`src/rtl/isp_pkg.sv`:
```
// Shared ISP types: the pad-sequencer state encoding, the border-width helper and
// the packed RGB pixel width.
package isp_pkg;

   localparam int PIX_W = 24;

   typedef enum logic [2:0] {
      IDLE,
      TOP_PAD,
      ROW_LPAD,
      ROW_DATA,
      ROW_RPAD,
      BOT_PAD,
      FLUSH,
      DONE
   } seq_state_e;

   // Zero border on each side of the frame for an odd KxK kernel.
   function automatic int pad_width(input int k);
      return (k - 1) / 2;
   endfunction

endpackage

```
`src/rtl/isp_pos_counter.sv`:
```
// Raster position counter over a COLS x ROWS grid. It wraps at the end of each
// row and at the end of the frame, and flags the last column and the last row.
module isp_pos_counter #(
   parameter int COLS = 10,
   parameter int ROWS = 6
) (
   input  logic        clk,
   input  logic        reset,
   input  logic        clr_i,
   input  logic        en_i,
   output logic [31:0] col_o,
   output logic [31:0] row_o,
   output logic        last_col_o,
   output logic        last_row_o
);

   logic [31:0] col_q, col_d;
   logic [31:0] row_q, row_d;

   assign last_col_o = (col_q == 32'(COLS - 1));
   assign last_row_o = (row_q == 32'(ROWS - 1));
   assign col_o      = col_q;
   assign row_o      = row_q;

   // NOTE: every always_comb output is given a default first, so no path can infer a latch.
   always_comb begin
      col_d = col_q;
      row_d = row_q;
      if (clr_i) begin
         col_d = '0;
         row_d = '0;
      end else if (en_i) begin
         if (last_col_o) begin
            col_d = '0;
            row_d = last_row_o ? '0 : row_q + 32'd1;
         end else begin
            col_d = col_q + 32'd1;
         end
      end
   end

   // NOTE: registers take non-blocking assignments, so every flop samples pre-edge values.
   always_ff @(posedge clk) begin
      if (reset) begin
         col_q <= '0;
         row_q <= '0;
      end else begin
         col_q <= col_d;
         row_q <= row_d;
      end
   end

endmodule

```
`src/rtl/filter_pad_sequencer.sv`:
```
// Wraps each raster frame in a zero border for the KxK filter, then sends flush beats.
// Optional macro STALL_CNT_EN builds the counter of upstream stall cycles.
module filter_pad_sequencer
   import isp_pkg::*;
#(
   parameter int WIDTH        = 1920,
   parameter int HEIGHT       = 1080,
   parameter int KERNEL_SIZE  = 7,
   parameter int DATA_W       = PIX_W,
   parameter int FLUSH_CYCLES = 5786
) (
   input  logic              clk,
   input  logic              reset,
   input  logic              iStart,
   input  logic              iValid,
   input  logic [DATA_W-1:0] iData,
   output logic              iReady,
   output logic              oValid,
   output logic [DATA_W-1:0] oData,
   output logic              oSof,
   output logic              oFlush,
   output logic              oBusy,
   output logic              oDone,
   output logic [31:0]       oStallCnt
);

   localparam int B  = pad_width(KERNEL_SIZE);
   localparam int PW = WIDTH + 2 * B;
   localparam int PH = HEIGHT + 2 * B;

   seq_state_e        state_q, state_d;
   logic [31:0]       flush_q, flush_d;
   logic              valid_q, sof_q, flush_beat_q, done_q;
   logic [DATA_W-1:0] data_q;

   logic [31:0] col, row;
   logic        last_col, last_row;
   logic        start_acc, beat, pass_data, sof, flush_beat, cnt_en;

   // The cycle in which oDone shows is still blocked, so a start lands only after it.
   assign start_acc = (state_q == IDLE) && iStart && !done_q;

   isp_pos_counter #(
      .COLS(PW),
      .ROWS(PH)
   ) u_pos (
      .clk       (clk),
      .reset     (reset),
      .clr_i     (start_acc),
      .en_i      (cnt_en),
      .col_o     (col),
      .row_o     (row),
      .last_col_o(last_col),
      .last_row_o(last_row)
   );

   always_comb begin
      state_d    = state_q;
      flush_d    = flush_q;
      beat       = 1'b0;
      pass_data  = 1'b0;
      sof        = 1'b0;
      flush_beat = 1'b0;
      cnt_en     = 1'b0;
      unique case (state_q)
         IDLE: begin
            flush_d = '0;
            if (start_acc) state_d = TOP_PAD;
         end
         TOP_PAD: begin
            beat   = 1'b1;
            cnt_en = 1'b1;
            sof    = (col == '0) && (row == '0);
            if (last_col && row == 32'(B - 1)) state_d = ROW_LPAD;
         end
         ROW_LPAD: begin
            beat   = 1'b1;
            cnt_en = 1'b1;
            if (col == 32'(B - 1)) state_d = ROW_DATA;
         end
         ROW_DATA: begin
            if (iValid) begin
               beat      = 1'b1;
               pass_data = 1'b1;
               cnt_en    = 1'b1;
               if (col == 32'(B + WIDTH - 1)) state_d = ROW_RPAD;
            end
         end
         ROW_RPAD: begin
            beat   = 1'b1;
            cnt_en = 1'b1;
            if (last_col) state_d = (row == 32'(B + HEIGHT - 1)) ? BOT_PAD : ROW_LPAD;
         end
         BOT_PAD: begin
            beat   = 1'b1;
            cnt_en = 1'b1;
            if (last_col && last_row) state_d = (FLUSH_CYCLES == 0) ? DONE : FLUSH;
         end
         FLUSH: begin
            beat       = 1'b1;
            flush_beat = 1'b1;
            flush_d    = flush_q + 32'd1;
            if (flush_q == 32'(FLUSH_CYCLES - 1)) state_d = DONE;
         end
         DONE:    state_d = IDLE;
         default: state_d = IDLE;
      endcase
   end

   always_ff @(posedge clk) begin
      if (reset) begin
         state_q      <= IDLE;
         flush_q      <= '0;
         valid_q      <= 1'b0;
         data_q       <= '0;
         sof_q        <= 1'b0;
         flush_beat_q <= 1'b0;
         done_q       <= 1'b0;
      end else begin
         state_q      <= state_d;
         flush_q      <= flush_d;
         valid_q      <= beat;
         data_q       <= pass_data ? iData : '0;
         sof_q        <= sof;
         flush_beat_q <= flush_beat;
         done_q       <= (state_q == DONE);
      end
   end

   assign iReady = (state_q == ROW_DATA);
   assign oBusy  = (state_q != IDLE);
   assign oValid = valid_q;
   assign oData  = data_q;
   assign oSof   = sof_q;
   assign oFlush = flush_beat_q;
   assign oDone  = done_q;

`ifdef STALL_CNT_EN
   logic [31:0] stall_q;

   always_ff @(posedge clk) begin
      if (reset) begin
         stall_q <= '0;
      end else if (start_acc) begin
         stall_q <= '0;
      end else if (state_q == ROW_DATA && !iValid && stall_q != '1) begin
         stall_q <= stall_q + 32'd1;
      end
   end

   assign oStallCnt = stall_q;
`else
   assign oStallCnt = '0;
`endif

endmodule

```
`config.mk`:
```
export PLATFORM = sky130hd
export DESIGN_NAME = filter_pad_sequencer
export DESIGN_NICKNAME = d
export VERILOG_FILES = /design/src/rtl/isp_pkg.sv /design/src/rtl/isp_pos_counter.sv /design/src/rtl/filter_pad_sequencer.sv
export SDC_FILE = /design/constraint.sdc
export NUM_CORES = 1
export LEC_CHECK = 0
export CORE_MARGIN = 2
export CORE_UTILIZATION = 40
export DETAILED_ROUTE_END_ITERATION = 10
export GPL_ROUTABILITY_DRIVEN = 0
export REMOVE_ABC_BUFFERS = 1
export SLEW_MARGIN = 25
export SYNTH_ARGS = -nofsm -noshare
export SYNTH_HDL_FRONTEND = slang
export SYNTH_SLANG_ARGS = --single-unit
```
`constraint.sdc`:
```
create_clock -name clk -period 7.8 [get_ports clk]
set_clock_uncertainty 0.1 [all_clocks]
set_input_delay 1.17 -clock clk [delete_from_list [all_inputs] [get_ports clk]]
set_output_delay 1.17 -clock clk [all_outputs]
set_load 0.01 [all_outputs]
```
**Yosys cells after proc, flatten, opt, wreduce, memory -nomap -nowiden**

Index checks and enable logic that the tools add are counted.

- Register bits after elaboration: 127
- Input port bits: 28
- Output and inout bits: 62
- Logic and storage cells: 72

- $add $sub $neg: 3
- Bitwise operators: 2
- Multiplexer cells: 18
- Reduce and logical (&&, ||, !) cells: 18
- Eq/ne operators: 22

Operators by type and width:

| operator | number |
|---|---|
| $eq A32 B11 Y1 const B | 4 |
| $add A32 B1 Y32 const B | 3 |
| $eq A32 B2 Y1 const B | 2 |
| $logic_not A32 Y1 | 2 |
| $mux W32 | 2 |
| $pmux W32 S2 | 1 |
| $eq A32 B13 Y1 const B | 1 |
| $mux W3 | 9 |
| $pmux W3 S8 | 1 |
| $ne A2 B2 Y1 const B | 7 |
| $eq A3 B3 Y1 const B | 4 |
| $reduce_and A8 Y1 | 1 |
| $eq A3 B2 Y1 const B | 2 |
| $reduce_or A2 Y1 | 3 |
| $logic_and A1 B1 Y1 | 5 |
| $reduce_or A5 Y1 | 1 |
| $pmux W1 S2 | 2 |
| $reduce_or A4 Y1 | 1 |
| $eq A3 B1 Y1 const B | 1 |
| $logic_not A3 Y1 | 1 |
| $mux W1 | 3 |
| $reduce_bool A3 Y1 | 1 |
| $ne A2 B1 Y1 const B | 1 |
| $not A1 Y1 | 2 |
| other kinds (3) | 3 |

**Longest topological paths before layout**

Gate-level depths: netlist of run 1.

- Word-level depth: 5
- Gate-level depth with buffers: 9
- Mapped depth without buffers: 8

**Hierarchy**

A second synthesis of run 1 with hierarchy kept.

- Cell total of the unflattened synthesis: 774
- Area, all modules: 6478.7 µm²

By module, submodules not included:

| module | seq. area each (µm²) | instances | area each (µm²) | cells an instance |
|---|---|---|---|---|
| isp_pos_counter | 1281.2 | 1 | 3344.5 | 399 |
| filter_pad_sequencer | 1261.2 | 1 | 3134.3 | 375 |

**Least setup slack after synthesis of run 1**

OpenSTA, ideal clock, no wires.

- Path type: input -> register
- Start point: in iValid
- End point: reg u_pos.row_q[16], in the netlist u_pos.row_o[16]
- Setup time: 128 ps
- Data arrival time: 2582 ps
- Required time: 7572 ps
- Buffers on the path: 2
- Stages: 8
- Slack: 4990 ps
- Path through: nor2b_1 -> o21ai_0 -> and2_1 -> clkbuf_1 -> nand2_1 -> o21ai_1 -> clkbuf_1 -> nor2_1

- Cells in the longest elaborated chain, start to end: 3

Ends and longest elaborated chain:

| element | RTL line | RTL |
|---|---|---|
| start: declaration | filter_pad_sequencer.sv:15 | `input logic iValid,` |
| $mux W1 | filter_pad_sequencer.sv:82 | `if (iValid) begin` |
| $pmux W1 S2 | filter_pad_sequencer.sv:65 | `unique case (state_q)` |
| $reduce_and A2 Y1 (no line) | n/a |  |
| end signal: assignment | isp_pos_counter.sv:49 | `row_q <= row_d;` |
| end: declaration | isp_pos_counter.sv:18 | `logic [31:0] row_q, row_d;` |

No other way between the ends.
A chain may end at the register's enable or synchronous reset.

**Worst setup path after layout of run 1**

- Start point: reg state_q[2]
- End point: out oBusy

- Cells in the longest elaborated chain, start to end: 1

Ends and longest elaborated chain:

| element | RTL line | RTL |
|---|---|---|
| start: declaration | filter_pad_sequencer.sv:31 | `seq_state_e state_q, state_d;` |
| start signal: assignment | filter_pad_sequencer.sv:120 | `state_q <= state_d;` |
| $reduce_bool A3 Y1 | filter_pad_sequencer.sv:131 | `assign oBusy = (state_q != IDLE);` |
| end: declaration | filter_pad_sequencer.sv:22 | `output logic oBusy,` |

No other way between the ends.

==> flow_summary_export.csv, run 1 <==
group,metric,value,unit
power_and_ir_drop,ir_drop,0.118,mV
setup_path,worst-setup-path-type,"flip-flop to output pin",
detailed_routing,vias,5388,
setup_path,path_buf_inv,2,
yosys,yosysTopAreaCellShare,41.0,%
setup_path,slowest_stage,"clkinv_1",
grt,met2_usage,27.4,%
setup_path,cp-start-kind,"flip-flop",
final_layout,layout-drive-gt1-share,5.53,%
die,boundaryPins,90,
timing,relSlewSlack,37.5,%
yosys,synth_edf_count,0,
yosys,synth.most_common_cell,"dfxtp_1",
final_layout,stdcell_count,983,
yosys,synthTopCellsByCount,"dfxtp_1 (127), nor2_1 (93), nand2_1 (54)",
clock_tree,cts_resized,0,
yosys,ys_ff_latch,127,
yosys,yosysWarningCount,0,
detailed_routing,drt-initial-drc-count,420,
detailed_routing,drc,0,
timing,timing.final.crit_share,53.1,%
setup_path,crit_family,"buffers and inverters",
final_layout,antennaDiodeCount,0,
timing,hold_violations,0,
clock_tree,cts_buffers,17,
timing,timing.final.ws_setup,3.66,ns
clock_tree,postCtsSetupBuffers,0,
grt,first_global_vias,4878,
yosys,ys_types,54,
clock_tree,clkLatencyLatePin,0.41,ns
final_layout,fin_area,7340,µm²
grt,met3_usage,5.24,%
clock_tree,cts_hold_buf,0,
setup_path,endpoint_kind,"output pin",
timing,setup_tns,0,ns
final_layout,post-route-util,48.3,%
clock_tree,cts_max_level,4,
setup_path,r2r-start,"state_q[2]",
placement,place_worst_setup_slack,3.80,ns
grt,track_usage,17.4,%
grt,grt_start_max_net_pins,41,
clock_tree,cts_tree,"built",
power_and_ir_drop,power.density,203,nW/µm²
die,dieArea,16500,µm²
setup_path,critPathLaunch,"state_q[2]",
clock_tree,cts_buffer_depth,2,
timing,finalCriticalPeriod,4.14,ns
clock_tree,cts_root_buffer,"clkbuf_16",
setup_path,crit_chain,"nor3_2 > clkinv_1 > clkdlybuf4s50_1",
die,die_x,129,µm
grt,grt_antenna_before_repair,0,
die,coreArea,15200,µm²
power_and_ir_drop,p_total,1.49,mW
final_layout,nFillCells,1446,
run_status,run_status,"finished, final reports clean",
detailed_routing,postRouteAntennaNets,0,
placement,place_hpwl,9770,µm
clock_tree,clock_sinks,127,
detailed_routing,drt-total-wl,14300,µm
grt,overflow,0,
timing,final_max_slew_viol_count,0,
worst_hold_path,hold_path.class,"flip-flop to flip-flop",
final_layout,area_growth,18.3,%
yosys,synth_area,6200,µm²
die,rows,45,
detailed_routing,firstDrtPassIters,5,
clock_tree,clkTransAtPathRegs,0.05,ns
yosys,yosysTopAreaCell,"dfxtp_1",
placement,port_buffers,57,
placement,dp.cells,951,
setup_path,cp.arrival,2.87,ns
timing,rsz0062_at_grt,"false",
final_layout,fin_nets,821,
job,cap_violations,0,
yosys,syn_inst,744,
timing,fmaxAchievable,242,MHz
placement,dpl_cell_area,6750,µm²
grt,top_usage_layer,"met2",
detailed_routing,avgViaCountPerCell,5.48,
timing,tightestPinTransition,0.930,ns
setup_path,required,6.53,ns
grt,use_met1,22.5,%
die,start_util,40.8,%
yosys,synthFlopType,"dfxtp_1",
setup_path,max_stage_delay,0.83,ns
worst_hold_path,hold_start,"flush_q[31]",
power_and_ir_drop,leakage,2.45,nW
timing,hold_ws,0.386,ns
yosys,async_reset_ff_share,0,%
timing,setup_viol,0,
yosys,synth_area_leaders,"dfxtp_1 (41%), xnor2_1 (7.3%), nor2_1 (5.6%)",
detailed_routing,wl_per_cell,14.6,µm
grt,grt_pass1_wl,23300,µm
yosys,synth.avg_cell_area,8.34,µm²
yosys,ys_seq_area_share,41.0,%
die,die_y,129,µm
setup_path,cp_max_fo,27,
==> where the power goes <==
group	total (mW)	leakage (nW)	internal (mW)	switching, mW
clock	0.783	0.288	0.515	0.268
combinational	0.0521	1.14	0.0189	0.0331
sequential	0.653	1.02	0.651	0.00173
total	1.49	2.45	1.18	0.303
==> final timing paths <==
| check | endpoint | slack [ns] | depth (start not counted) |
|---|---|---|---|
| max reg2reg | u_pos.row_o[29] | 4.35 | 6 |
| min | flush_q[31] | 0.39 | 1 |
| min reg2reg | flush_q[31] | 0.39 | 1 |
| max | oBusy | 3.66 | 3 |
==> sequential cells by signal, indices dropped and copies added (netlist names) <==
signal       count
oFlush           1
oSof             1
flush_q         32
oValid           1
state_q          3
u_pos.col_o     32
oDone            1
u_pos.row_o     32
oData           24
==> layout by cell type, fill, tap and decap left out, drive strengths merged, types with 13 or more instances in the layout <==
| master | Yosys | routed |
|---|---|---|
| clkbuf | 35 | 24 |
| nor3 | 30 | 30 |
| dfxtp | 127 | 127 |
| nor2 | 93 | 93 |
| nand3 | 44 | 44 |
| a21oi | 21 | 21 |
| and4 | 13 | 13 |
| nor4 | 48 | 48 |
| conb | 1 | 32 |
| clkdlybuf4s50 | 0 | 57 |
| nand4 | 38 | 38 |
| nand2 | 54 | 54 |
| and2 | 28 | 28 |
| xnor2 | 52 | 52 |
| or3 | 13 | 13 |
==> worst reg2reg max path: stages, from the launching register on <==
cell	delay (ns)
dfxtp_1	0.39
nor3_2	0.52
clkinv_1	0.83
nand2_1	0.94
or3_4	0.33
or3_1	0.13
a21oi_1	0.07
==> routing by layer <==
| metal | part of all wire, % | vias up | routed length [µm] |
|---|---|---|---|
| met2 | 46 | 162 | 6600 |
| met1 | 46 | 2539 | 6640 |
| met4 | 1.6 | 0 | 233 |
| li1 | - | 2669 | - |
| met5 | 0 | - | 0 |
| met3 | 5.8 | 18 | 834 |
==> area by class of cell <==
class                      instances  area [µm²]  share of cell area (%)
multi-input combinational        565        3340                    45.5
sequential                       127        2540                    34.6
tap                              188         235                    3.20
clock inverter                     7         110                    1.50
inverter                          13        48.8                   0.665
clock buffer                      24         472                    6.43
timing repair buffer              59         589                    8.03
==> kinds of logic after synthesis <==
| logic type | count (synthesis) | share of synthesized area, % |
|---|---|---|
| AOI/OAI and AO/OA | 62 | 6.35 |
| xor gates and xnor gates | 57 | 8.05 |
| and+or+nand+nor | 398 | 34.2 |
| other | 1 | 0.0605 |
| muxes | 6 | 1.07 |
| adders and majority gates | 10 | 2.02 |
| DFF | 127 | 41.0 |
| buffers and inverters | 83 | 7.22 |
(Power assumes the default switching activity.)
==> inputs of run 2 (changes only) <==
==> constraint.sdc (replaced) <==
create_clock -name clk -period 4.3 [get_ports clk]
set_clock_uncertainty 0.1 [all_clocks]
set_input_delay 0.645 -clock clk [delete_from_list [all_inputs] [get_ports clk]]
set_output_delay 0.645 -clock clk [all_outputs]
set_load 0.01 [all_outputs]
==> flow_summary_export.csv, run 2 (synthesis gave the netlist of run 1 again) <==
group,metric,value,unit
detailed_routing,drc,0,
clock_tree,cts_hold_buf,0,
clock_tree,clkLatencyLatePin,0.42,ns
clock_tree,postCtsSetupBuffers,0,
timing,tightestPinTransition,0.944,ns
timing,setup_tns,0,ns
placement,dp.cells,955,
detailed_routing,drt-total-wl,13900,µm
clock_tree,cts_tree,"built",
detailed_routing,wl_per_cell,14.0,µm
timing,finalCriticalPeriod,3.23,ns
placement,place_worst_setup_slack,1.06,ns
final_layout,post-route-util,48.8,%
clock_tree,cts_max_level,4,
placement,port_buffers,57,
detailed_routing,drt-initial-drc-count,382,
detailed_routing,vias,5233,
detailed_routing,postRouteAntennaNets,0,
timing,hold_ws,0.379,ns
power_and_ir_drop,ir_drop,0.241,mV
power_and_ir_drop,leakage,2.48,nW
setup_path,cp-start-kind,"flip-flop",
final_layout,layout-drive-gt1-share,6.50,%
final_layout,antennaDiodeCount,0,
run_status,run_status,"finished, final reports clean",
timing,final_max_slew_viol_count,0,
die,start_util,40.8,%
clock_tree,cts_buffer_depth,2,
final_layout,area_growth,19.7,%
clock_tree,cts_resized,0,
final_layout,layout_common_cells,"dfxtp_1 (127), nor2_1 (93), clkdlybuf4s50_1 (57), nand2_1 (54), xnor2_1 (52)",
placement,dpl_cell_area,6770,µm²
grt,first_global_vias,4974,
timing,relSlewSlack,37.1,%
timing,hold_violations,0,
die,coreArea,15200,µm²
grt,grt_antenna_before_repair,0,
grt,track_usage,17.6,%
timing,fmaxAchievable,309,MHz
setup_path,cp.arrival,2.49,ns
clock_tree,clkTransAtPathRegs,0.06,ns
worst_hold_path,hold_path.class,"flip-flop to flip-flop",
die,die_y,129,µm
timing,timing.final.crit_share,75.2,%
worst_hold_path,holdPathStages,1,
setup_path,worst-setup-path-type,"flip-flop to output pin",
die,dieArea,16500,µm²
final_layout,fin_nets,825,
timing,rsz0062_at_grt,"false",
timing,timing.final.ws_setup,1.07,ns
setup_path,endpoint_kind,"output pin",
die,die_x,129,µm
detailed_routing,firstDrtPassIters,4,
grt,grt_start_max_net_pins,33,
final_layout,fin_area,7420,µm²
timing,setup_viol,0,
die,rows,45,
die,boundaryPins,90,
clock_tree,cts_root_buffer,"clkbuf_16",
clock_tree,clock_sinks,127,
clock_tree,cts_buffers,17,
final_layout,final_common_cell,"dfxtp_1",
grt,overflow,0,
setup_path,cp_max_fo,23,
grt,grt_pass1_wl,23500,µm
placement,place_hpwl,9700,µm
setup_path,required,3.56,ns
detailed_routing,avgViaCountPerCell,5.30,
power_and_ir_drop,p_total,2.83,mW
job,cap_violations,0,
power_and_ir_drop,power.density,381,nW/µm²
setup_path,ff2ff_path_depth,6,
final_layout,stdcell_count,988,
run 2: cell types whose count changed in the layout (fill, tap and decap cells not counted), sizes merged:
cell,change
clkbuf,-6
clkinvlp,+5
buf,+4
bufinv,+2
clkinv,-1
inv,+1
run 2: area by class of cell:
cell class                      count  area (µm²)
Fill cell                        1462        7780
Inverter                           13        48.8
Clock buffer                       18         429
Sequential cell                   127        2540
Clock inverter                     14         215
Multi-Input combinational cell    565        3330
Tap cell                          188         235
Timing Repair Buffer               63         619
run 2: final timing paths:
| path | start | end | slack [ns] |
|---|---|---|---|
| worst max-delay path | state_q[2] | oBusy | 1.07 |
| worst min-delay path | flush_q[31] | flush_q[31] | 0.38 |
| worst max register to register | u_pos.col_o[25] | u_pos.row_o[17] | 1.23 |
| worst min register to register | flush_q[31] | flush_q[31] | 0.38 |
run 2: critical path, stage by stage, from the launching register on:
cell and delay, ns:
dfxtp_1 0.40, nor3_2 0.55, clkinv_1 0.30, buf_4 0.30, clkdlybuf4s50_1 0.51
run 2: where the power goes:
part / leakage, nW / switching, mW / internal [mW]
combinational: 1.15 / 0.0605 / 0.0371
sequential: 1.02 / 0.00338 / 1.18
clock: 0.299 / 0.520 / 1.03
run 2: routing by layer:
layer / GRT usage [%] / wire (µm) / vias up
met2: 28.3 / 6510 / 107
li1: - / - / 2670
met1: 22.8 / 6580 / 2452
met3: 5.70 / 710 / 4
met5: 0 / 0 / -
met4: 5.18 / 55 / 0
